==> config.mk <==
export PLATFORM = sky130hd
export DESIGN_NAME = input_buffer
export DESIGN_NICKNAME = d
export VERILOG_FILES = /design/src/rtl/noc_params.sv /design/src/rtl/circular_buffer.sv /design/src/rtl/input_buffer.sv
export SDC_FILE = /design/constraint.sdc
export NUM_CORES = 1
export LEC_CHECK = 0
export ABC_AREA = 1
export BUFFER_PORTS_ARGS = -buffer_cell sky130_fd_sc_hd__clkbuf_2
export CORE_MARGIN = 8
export CORE_UTILIZATION = 40
export CTS_BUF_LIST = sky130_fd_sc_hd__clkbuf_8 sky130_fd_sc_hd__clkbuf_16
export DETAILED_ROUTE_END_ITERATION = 6
export GPL_ROUTABILITY_DRIVEN = 0
export SETUP_SLACK_MARGIN = 0.3
export SLEW_MARGIN = 20
export SYNTH_ARGS = -nofsm -noshare
export SYNTH_HDL_FRONTEND = slang
export SYNTH_SLANG_ARGS = --single-unit
==> constraint.sdc <==
create_clock -name clk -period 3.4 [get_ports clk]
set_input_delay 0.34 -clock clk [delete_from_list [all_inputs] [get_ports clk]]
set_output_delay 0.34 -clock clk [all_outputs]
set_load 0.1 [all_outputs]
==> src/rtl/noc_params.sv <==
// Shared NoC router types: flit format, labels, ports, VC width and input-block states.
package noc_params;

  localparam int VC_NUM         = 4;
  localparam int VC_SIZE        = $clog2(VC_NUM);
  localparam int FLIT_DATA_SIZE = 16;

  typedef enum logic [1:0] {HEAD, BODY, TAIL, HEADTAIL} flit_label_t;

  typedef enum logic [2:0] {LOCAL, NORTH, SOUTH, WEST, EAST} port_t;

  typedef enum logic [1:0] {IDLE, VA, SA} input_block_state_t;

  typedef struct packed {
    flit_label_t               flit_label;
    logic [FLIT_DATA_SIZE-1:0] payload;
  } flit_novc_t;

  function automatic logic is_head_label(input flit_label_t label);
    return (label == HEAD) || (label == HEADTAIL);
  endfunction

  function automatic logic is_tail_label(input flit_label_t label);
    return (label == TAIL) || (label == HEADTAIL);
  endfunction

endpackage

==> src/rtl/circular_buffer.sv <==
// Flit FIFO with wrapping pointers; the front flit is presented combinationally on data_o.
module circular_buffer
  import noc_params::*;
#(
  parameter int BUFFER_SIZE = 8
) (
  input  logic                         clk,
  input  logic                         rst,
  input  flit_novc_t                   data_i,
  input  logic                         read_i,
  input  logic                         write_i,
  output flit_novc_t                   data_o,
  output logic                         is_full_o,
  output logic                         is_empty_o,
  output logic [$clog2(BUFFER_SIZE):0] occupancy_o
);

  localparam int PTR_W = $clog2(BUFFER_SIZE);
  localparam int CNT_W = PTR_W + 1;
  localparam logic [PTR_W-1:0] LAST_PTR = PTR_W'(BUFFER_SIZE - 1);

  flit_novc_t       mem [BUFFER_SIZE];
  logic [PTR_W-1:0] rd_ptr;
  logic [PTR_W-1:0] wr_ptr;
  logic [CNT_W-1:0] count;
  logic             do_read;
  logic             do_write;

  // A read in the same cycle frees a slot, so a full FIFO still accepts a write.
  assign do_read  = read_i && !is_empty_o;
  assign do_write = write_i && (!is_full_o || do_read);

  always_ff @(posedge clk) begin
    if (do_write) mem[wr_ptr] <= data_i;
  end

  always_ff @(posedge clk) begin
    if (rst) begin
      rd_ptr <= '0;
      wr_ptr <= '0;
      count  <= '0;
    end else begin
      if (do_read)  rd_ptr <= (rd_ptr == LAST_PTR) ? '0 : rd_ptr + PTR_W'(1);
      if (do_write) wr_ptr <= (wr_ptr == LAST_PTR) ? '0 : wr_ptr + PTR_W'(1);
      case ({do_write, do_read})
        2'b10:   count <= count + CNT_W'(1);
        2'b01:   count <= count - CNT_W'(1);
        default: count <= count;
      endcase
    end
  end

  assign data_o      = mem[rd_ptr];
  assign is_empty_o  = (count == '0);
  assign is_full_o   = (count == CNT_W'(BUFFER_SIZE));
  assign occupancy_o = count;

endmodule

==> src/rtl/input_buffer.sv <==
// Router input port: one VC buffer with the IDLE/VA/SA packet FSM, route/VC latches
// and a registered error pulse for every illegal read or write.
module input_buffer
  import noc_params::*;
#(
  parameter int BUFFER_SIZE = 8
) (
  input  logic               clk,
  input  logic               rst,
  input  flit_novc_t         data_i,
  input  logic               write_i,
  input  logic               read_i,
  input  port_t              out_port_i,
  input  logic               vc_valid_i,
  input  logic [VC_SIZE-1:0] vc_new_i,
  output flit_novc_t         data_o,
  output logic               is_full_o,
  output logic               is_empty_o,
  output logic               on_off_o,
  output port_t              out_port_o,
  output logic [VC_SIZE-1:0] downstream_vc_o,
  output logic               vc_request_o,
  output logic               switch_request_o,
  output logic               vc_allocatable_o,
  output logic               error_o
);

  localparam int OCC_W = $clog2(BUFFER_SIZE) + 1;

  input_block_state_t state;
  input_block_state_t next_state;
  logic [OCC_W-1:0]   occupancy;
  logic               rd_ok;
  logic               wr_ok;
  logic               head_in;

  // Heads are only legal in IDLE and body/tail flits only inside a packet.
  assign head_in = is_head_label(data_i.flit_label);
  assign rd_ok   = read_i && (state == SA) && !is_empty_o;
  assign wr_ok   = write_i && ((state == IDLE) == head_in) && (!is_full_o || rd_ok);

  circular_buffer #(
    .BUFFER_SIZE(BUFFER_SIZE)
  ) u_circular_buffer (
    .clk        (clk),
    .rst        (rst),
    .data_i     (data_i),
    .read_i     (rd_ok),
    .write_i    (wr_ok),
    .data_o     (data_o),
    .is_full_o  (is_full_o),
    .is_empty_o (is_empty_o),
    .occupancy_o(occupancy)
  );

  always_comb begin
    next_state = state;
    case (state)
      IDLE:    if (wr_ok) next_state = VA;
      VA:      if (vc_valid_i) next_state = SA;
      SA:      if (rd_ok && is_tail_label(data_o.flit_label)) next_state = IDLE;
      default: next_state = IDLE;
    endcase
  end

  always_ff @(posedge clk) begin
    if (rst) begin
      state           <= IDLE;
      out_port_o      <= LOCAL;
      downstream_vc_o <= '0;
      error_o         <= 1'b0;
    end else begin
      state <= next_state;
      if ((state == IDLE) && wr_ok) out_port_o <= out_port_i;
      if ((state == VA) && vc_valid_i) downstream_vc_o <= vc_new_i;
      error_o <= (write_i && !wr_ok) || (read_i && !rd_ok);
    end
  end

  assign on_off_o         = (occupancy < OCC_W'(BUFFER_SIZE - 2));
  assign vc_request_o     = (state == VA);
  assign switch_request_o = (state == SA) && !is_empty_o;
  assign vc_allocatable_o = (state == IDLE);

endmodule

==> flow_summary.ini, run 1 <==
[outcome]
status = completed

[sta]
setup_tns_ns = 0
hold_violations = 0
finalCritPeriodShare = 0.858
finalMaxSlewViolations = 0
finalSetupViolations = 0
holdWs_ns = 0.155
rsz0062_at_grt = yes
skew_ns = 0.0178
tightest_slew_ns = 0.941
period_needed_ns = 2.92
max_freq_mhz = 343
maxSlewHeadroom = 0.372

[clock_tree]
cts_setup_buffers = 0
clk_path_buf_depth = 2
htree_levels = 4
clkTransAtPathRegs_ns = 0.06
clk_latency_ns = 0.43
cts_root_buffer = clkbuf_16
cts_sinks = 165
post_cts_resized = 0
ctsHoldBuffers = 0
cts_tree = built
numCtsBuffers = 17

[floorplan]
die_x_um = 144
io_pins = 58
rows = 47
dieArea_um2 = 20900
core_um2 = 16300
die_h_um = 144
start_util = 0.404

[yosys]
yosysWarnings = 0
synthDistinctLibCells = 26
ys_top_cells_by_area = edfxtp_1, dfxtp_1, o21ai_0
synth_top_area_share = 0.655
yosysTopAreaCell = edfxtp_1
syn-num-nets = 603
synth_cells = 568
synth.avg_cell_area_um2 = 11.6
synth_seq_area_share = 0.718
synthesis.area_um2 = 6600
synth_seq_cells = 165

[finish]
syn_to_final_growth_pct = 17.6
drive_above_1_share = 0.178
antenna_cells = 0
seqCellArea_um2 = 4750
multiInputGateArea_um2 = 1660
nFillCells = 1507
fin_nets = 665

[route]
finalWirelength_um = 15100
via_count = 4400
drtIter0Drc = 376
drcViolationCount = 0
ant_nets = 0
wl_per_cell_um = 17.5
first_pass_iters = 5
via_per_inst = 5.10

[worst_setup_path]
crit_arrival_ns = 2.58
r2r_start = u_circular_buffer.occupancy_o[2]
worst_setup_path_end_kind = primary output
crit_type = reg -> out
rrSetupSlack_ns = 1.10
crit_end = data_o[17]
reg2regPathDepth = 13
cp_max_fo = 22
cp-start-kind = register
timing.rr.end = u_circular_buffer.occupancy_o[2]
crit_required_ns = 3.06

[pwr]
power_density_nw_per_um2 = 617
ir_worst_vdd_uv = 396
total_power_uw = 4790
p_leak_uw = 0.00294

[placed_design]
port_buffers = 57
place_hpwl_um = 9950

[global_route]
grt_overflow = 0
use_met2 = 0.235
grt_pass1_wl_um = 23900
first_global_vias = 4483
grtUsageMet3 = 0.0439
globalRouteTotalUtil = 0.154
antenna_found_initial = 0
grt-busiest-layer = met2
met1_usage = 0.206
grt_max_degree = 73

[job]
cap_violations = 0

[min_path]
hp-class = in -> reg
worst max-delay path, stage by stage, from the launching register on:
cell	delay (ns)
dfxtp_1	0.59
inv_1	0.33
buf_4	0.32
nand2_1	0.09
nand3_1	0.19
and2_1	0.24
clkbuf_2	0.37
placed cells by master (no fill, tap or decap), types with 2 or more instances in the layout:
cell type,instances
a21oi_1,12
buf_4,11
bufinv_16,4
clkbuf_16,17
clkbuf_2,57
clkinv_1,4
clkinv_2,5
dfxtp_1,20
edfxtp_1,144
ha_1,7
inv_1,25
inv_2,2
nand2_1,99
nand3_1,12
nor2_1,90
nor2_2,10
o21ai_0,77
o22ai_1,34
cells in the mapped netlist (all sizes together):
| master | count |
|---|---|
| clkbuf | 19 |
| o211a | 1 |
| o21ai | 77 |
| ha | 7 |
| clkinv | 1 |
| o22ai | 34 |
| a21oi | 12 |
| edfxtp | 144 |
| buf | 7 |
| xnor2 | 1 |
| nor2 | 101 |
| or2 | 1 |
| nor4 | 1 |
| nand2 | 100 |
| nand3 | 12 |
| dfxtp | 21 |
| and2 | 1 |
| inv | 26 |
| xor2 | 1 |
| nand4 | 1 |
worst min-delay path by stage:
stage / startpoint / endpoint / slack [ns] / depth (start not counted)
after global routing: out_port_i[1] / out_port_o[1] / 0.15 / 3
after detailed placement: downstream_vc_o[0] / downstream_vc_o[0] / 0.46 / 2
after CTS: out_port_i[1] / out_port_o[1] / 0.13 / 3
final: out_port_i[1] / out_port_o[1] / 0.15 / 3
after global placement: downstream_vc_o[1] / downstream_vc_o[1] / 0.45 / 2
after floorplan: data_i[0] / u_circular_buffer.mem[0][0] / 0.44 / 0
routing by layer:
metal / vias to the layer above / share of wire
met5: - / 0
met4: 0 / 0.013
met3: 17 / 0.058
met2: 103 / 0.46
met1: 2153 / 0.47
li1: 2127 / -
cells by family after synthesis:
family	after synthesis	share of synthesized area
AOI/OAI and AO/OA	124	0.101
xor gates and xnor gates	2	0.00265
adders and majority gates	7	0.0133
buffers and inverters	53	0.0337
DFF	165	0.718
and+or+nand+nor	217	0.131
power breakdown:
group	internal, uW	total (uW)	switching (uW)
Combinational	99.0	558	459
Clock	1210	1940	734
Sequential	2260	2290	27.8
per-stage QoR:
| step | instances | area, um^2 | util | worst slack [ns] |
|---|---|---|---|---|
| after CTS | 862 | 7770 | 0.475 | 0.439 |
| after global routing | 862 | 7770 | 0.475 | 0.258 |
| after global placement | 831 | 7170 | 0.439 | 0.933 |
| after floorplan | 568 | 6610 | - | 0.698 |
| final | 862 | 7770 | 0.475 | 0.482 |
| after detailed placement | 831 | 7170 | 0.439 | 0.899 |
registers in the layout, indices dropped and copies added, names as in the netlist, named ones only:
signal / flops
state: 2
error_o: 1
u_circular_buffer.wr_ptr: 3
u_circular_buffer.rd_ptr: 3
u_circular_buffer.mem: 144
out_port_o: 3
u_circular_buffer.occupancy_o: 4
downstream_vc_o: 2
area by class of cell:
type                       count  share of cell area
tap                          220              0.0354
multi-input combinational    350               0.214
clock buffer                  17              0.0548
timing repair buffer          69              0.0499
clock inverter                14              0.0216
sequential                   165               0.611
inverter                      27              0.0130
Note: power is estimated with default switching activity, not from simulation.
==> run 2, diff against run 1 <==
--- a/config.mk
+++ b/config.mk
@@ -5,7 +5,7 @@
 export SDC_FILE = /design/constraint.sdc
 export NUM_CORES = 1
 export LEC_CHECK = 0
-export ABC_AREA = 1
+export ABC_AREA = 0
 export BUFFER_PORTS_ARGS = -buffer_cell sky130_fd_sc_hd__clkbuf_2
 export CORE_MARGIN = 8
 export CORE_UTILIZATION = 40
==> run 2 against run 1 <==
  * Final cell count fell by 26%
  * Worst setup slack improved by 0.014 ns
  * Clock skew is 0.012 ns lower
  * Register-to-register slack got worse by 0.57 ns
  * Sequential power about the same
==> flow_summary.ini, run 2 <==
[worst_setup_path]
slowest_stage = dfxtp_2
path_cells = buf_12 > mux4_2 > mux2_2 > clkbuf_2
rrSetupSlack_ns = 0.53
crit_type = reg -> out
reg2regPathDepth = 11
cp-start-kind = register
cpPeakStageDelay_ns = 0.66
timing.rr.end = u_circular_buffer.occupancy_o[2]
crit_arrival_ns = 2.56
cp_max_fo = 20
r2r_start = u_circular_buffer.occupancy_o[0]
crit_required_ns = 3.06
worst_setup_path_end_kind = primary output

[placed_design]
dp.cells = 602
place_hpwl_um = 7580
port_buffers = 57

[finish]
largest_reg_flops = 144
stdcell_count = 634
largest_register = u_circular_buffer.mem
layout_commonest_cell = edfxtp_1
syn_to_final_growth_pct = 21.0
antenna_cells = 0
drive_above_1_share = 0.423
layout_common_cells = edfxtp_1, clkbuf_2, mux4_2
fin_util = 0.496
fin_nets = 440

[global_route]
antenna_found_initial = 0
grt_overflow = 0
globalRouteTotalUtil = 0.130
first_global_vias = 3554
grt_max_degree = 37
grt_pass1_wl_um = 19900

[clock_tree]
numCtsBuffers = 17
ctsHoldBuffers = 0
cts_sinks = 165
clk_path_buf_depth = 2
clk_latency_ns = 0.42
cts_tree = built
clkTransAtPathRegs_ns = 0.06
cts_setup_buffers = 0
htree_levels = 4
cts_root_buffer = clkbuf_16

[yosys]
synth_ff_type = edfxtp_1
syn-num-nets = 367
ys_top_cells_by_area = edfxtp_1, mux4_2, dfxtp_1
synthesis.area_um2 = 6530
synth.avg_cell_area_um2 = 19.7
synth_top_area_share = 0.662
post-synth-top-count-cell = edfxtp_1
synth_cells = 332
async_reset_ff_frac = 0
yosysWarnings = 0
synth_seq_cells = 165
yosysTopAreaCell = edfxtp_1
synthDistinctLibCells = 43
synth_seq_area_share = 0.727
synth_common_cells = edfxtp_1, mux4_2, dfxtp_1
synth_edf_count = 144

[sta]
tightest_slew_ns = 0.683
max_freq_mhz = 344
skew_ns = 0.00627
finalMaxSlewViolations = 0
finalSetupViolations = 0
rsz0062_at_grt = no
finalCritPeriodShare = 0.854
period_needed_ns = 2.90
maxSlewHeadroom = 0.543
hold_violations = 0

[min_path]
min_from = out_port_i[1]
hold-path-endpoint = out_port_o[1]
hold_depth = 3
hp-class = in -> reg

[floorplan]
rows = 46
dieArea_um2 = 20700
start_util = 0.410
die_x_um = 144
core_um2 = 15900
io_pins = 58
die_h_um = 144

[route]
finalWirelength_um = 12300
first_pass_iters = 4
via_count = 3254
drcViolationCount = 0
ant_nets = 0
drtIter0Drc = 170
wl_per_cell_um = 19.5
via_per_inst = 5.13

[pwr]
p_leak_uw = 0.00263
power_density_nw_per_um2 = 600
ir_worst_vdd_uv = 357

[job]
cap_violations = 0

[outcome]
status = completed
run 2: cell count changes after synthesis, sizes merged, moves of 7 or more:
| cell | delta |
|---|---|
| mux2 | +20 |
| inv | -21 |
| o22ai | -33 |
| nor2 | -95 |
| nand2 | -87 |
| nand3 | -7 |
| o21ai | -76 |
| mux4 | +36 |
| clkbuf | -13 |
run 2: report_power, final:
| group | switching, uW | total [uW] | internal [uW] |
|---|---|---|---|
| combinational | 339 | 446 | 107 |
| clock | 781 | 2020 | 1240 |
| sequential | 29.6 | 2280 | 2250 |
run 2: cells by family (layout without fill, tap and decap cells):
kind of cell | after synthesis | in the layout | synth area share
buf+inv | 20 | 106 | 0.0148
fa+ha+maj | 7 | 7 | 0.0134
xor+xnor | 5 | 5 | 0.00671
compound gates | 23 | 23 | 0.0255
mux | 58 | 58 | 0.162
flops | 165 | 165 | 0.727
simple gates | 54 | 54 | 0.0506
run 2: worst max-delay path, delay by kind of cell (launching register included):
family                 cells  cell delay, ns
muxes                      2            0.82
DFF                        1            0.66
buffers and inverters      2            0.66
run 2: repair_timing:
item,in CTS,in global routing
gates resized for setup,1,4
setup endpoints to repair,1,1
endpoints found under the hold margin,0,0
pin swaps,0,0
run 2: per-stage QoR:
stage	hold WS, ns	worst slack (ns)	setup TNS (ns)	cell area [um^2]	total power, uW
after floorplan	0.439	-0.205	-7.98	6580	2650
after global placement	0.446	0.351	0	7250	2760
after detailed placement	0.457	0.232	0	7250	2770
after CTS	0.120	0.326	0	7890	4790
after global routing	0.141	0.318	0	7900	4890
final	0.142	0.496	0	7900	4740
run 2: final cells by class:
| type | count | area, um^2 |
|---|---|---|
| Multi-Input combinational cell | 147 | 1820 |
| Clock inverter | 15 | 204 |
| Sequential cell | 165 | 4750 |
| Fill cell | 1306 | 8040 |
| Timing Repair Buffer | 69 | 413 |
| Inverter | 5 | 26.3 |
| Clock buffer | 17 | 425 |
| Tap cell | 216 | 270 |
run 2: how the worst max path moves through the flow:
stage	slack [ns]	start	end	cells past startpoint
after floorplan	-0.21	state[1]	u_circular_buffer.mem[6][0]	5
after global placement	0.35	u_circular_buffer.occupancy_o[0]	u_circular_buffer.occupancy_o[2]	11
after detailed placement	0.23	u_circular_buffer.occupancy_o[0]	u_circular_buffer.occupancy_o[2]	11
after CTS	0.33	u_circular_buffer.occupancy_o[0]	u_circular_buffer.occupancy_o[2]	11
after global routing	0.32	register	data_o[10]	4
final	0.50	register	data_o[10]	4
run 2: per-layer routing:
layer,GRT usage,share of wire,vias up
met4,0.0542,0.015,0
met3,0.0411,0.054,20
met5,0,0,-
met1,0.162,0.44,1665
li1,-,-,1504
met2,0.206,0.49,65
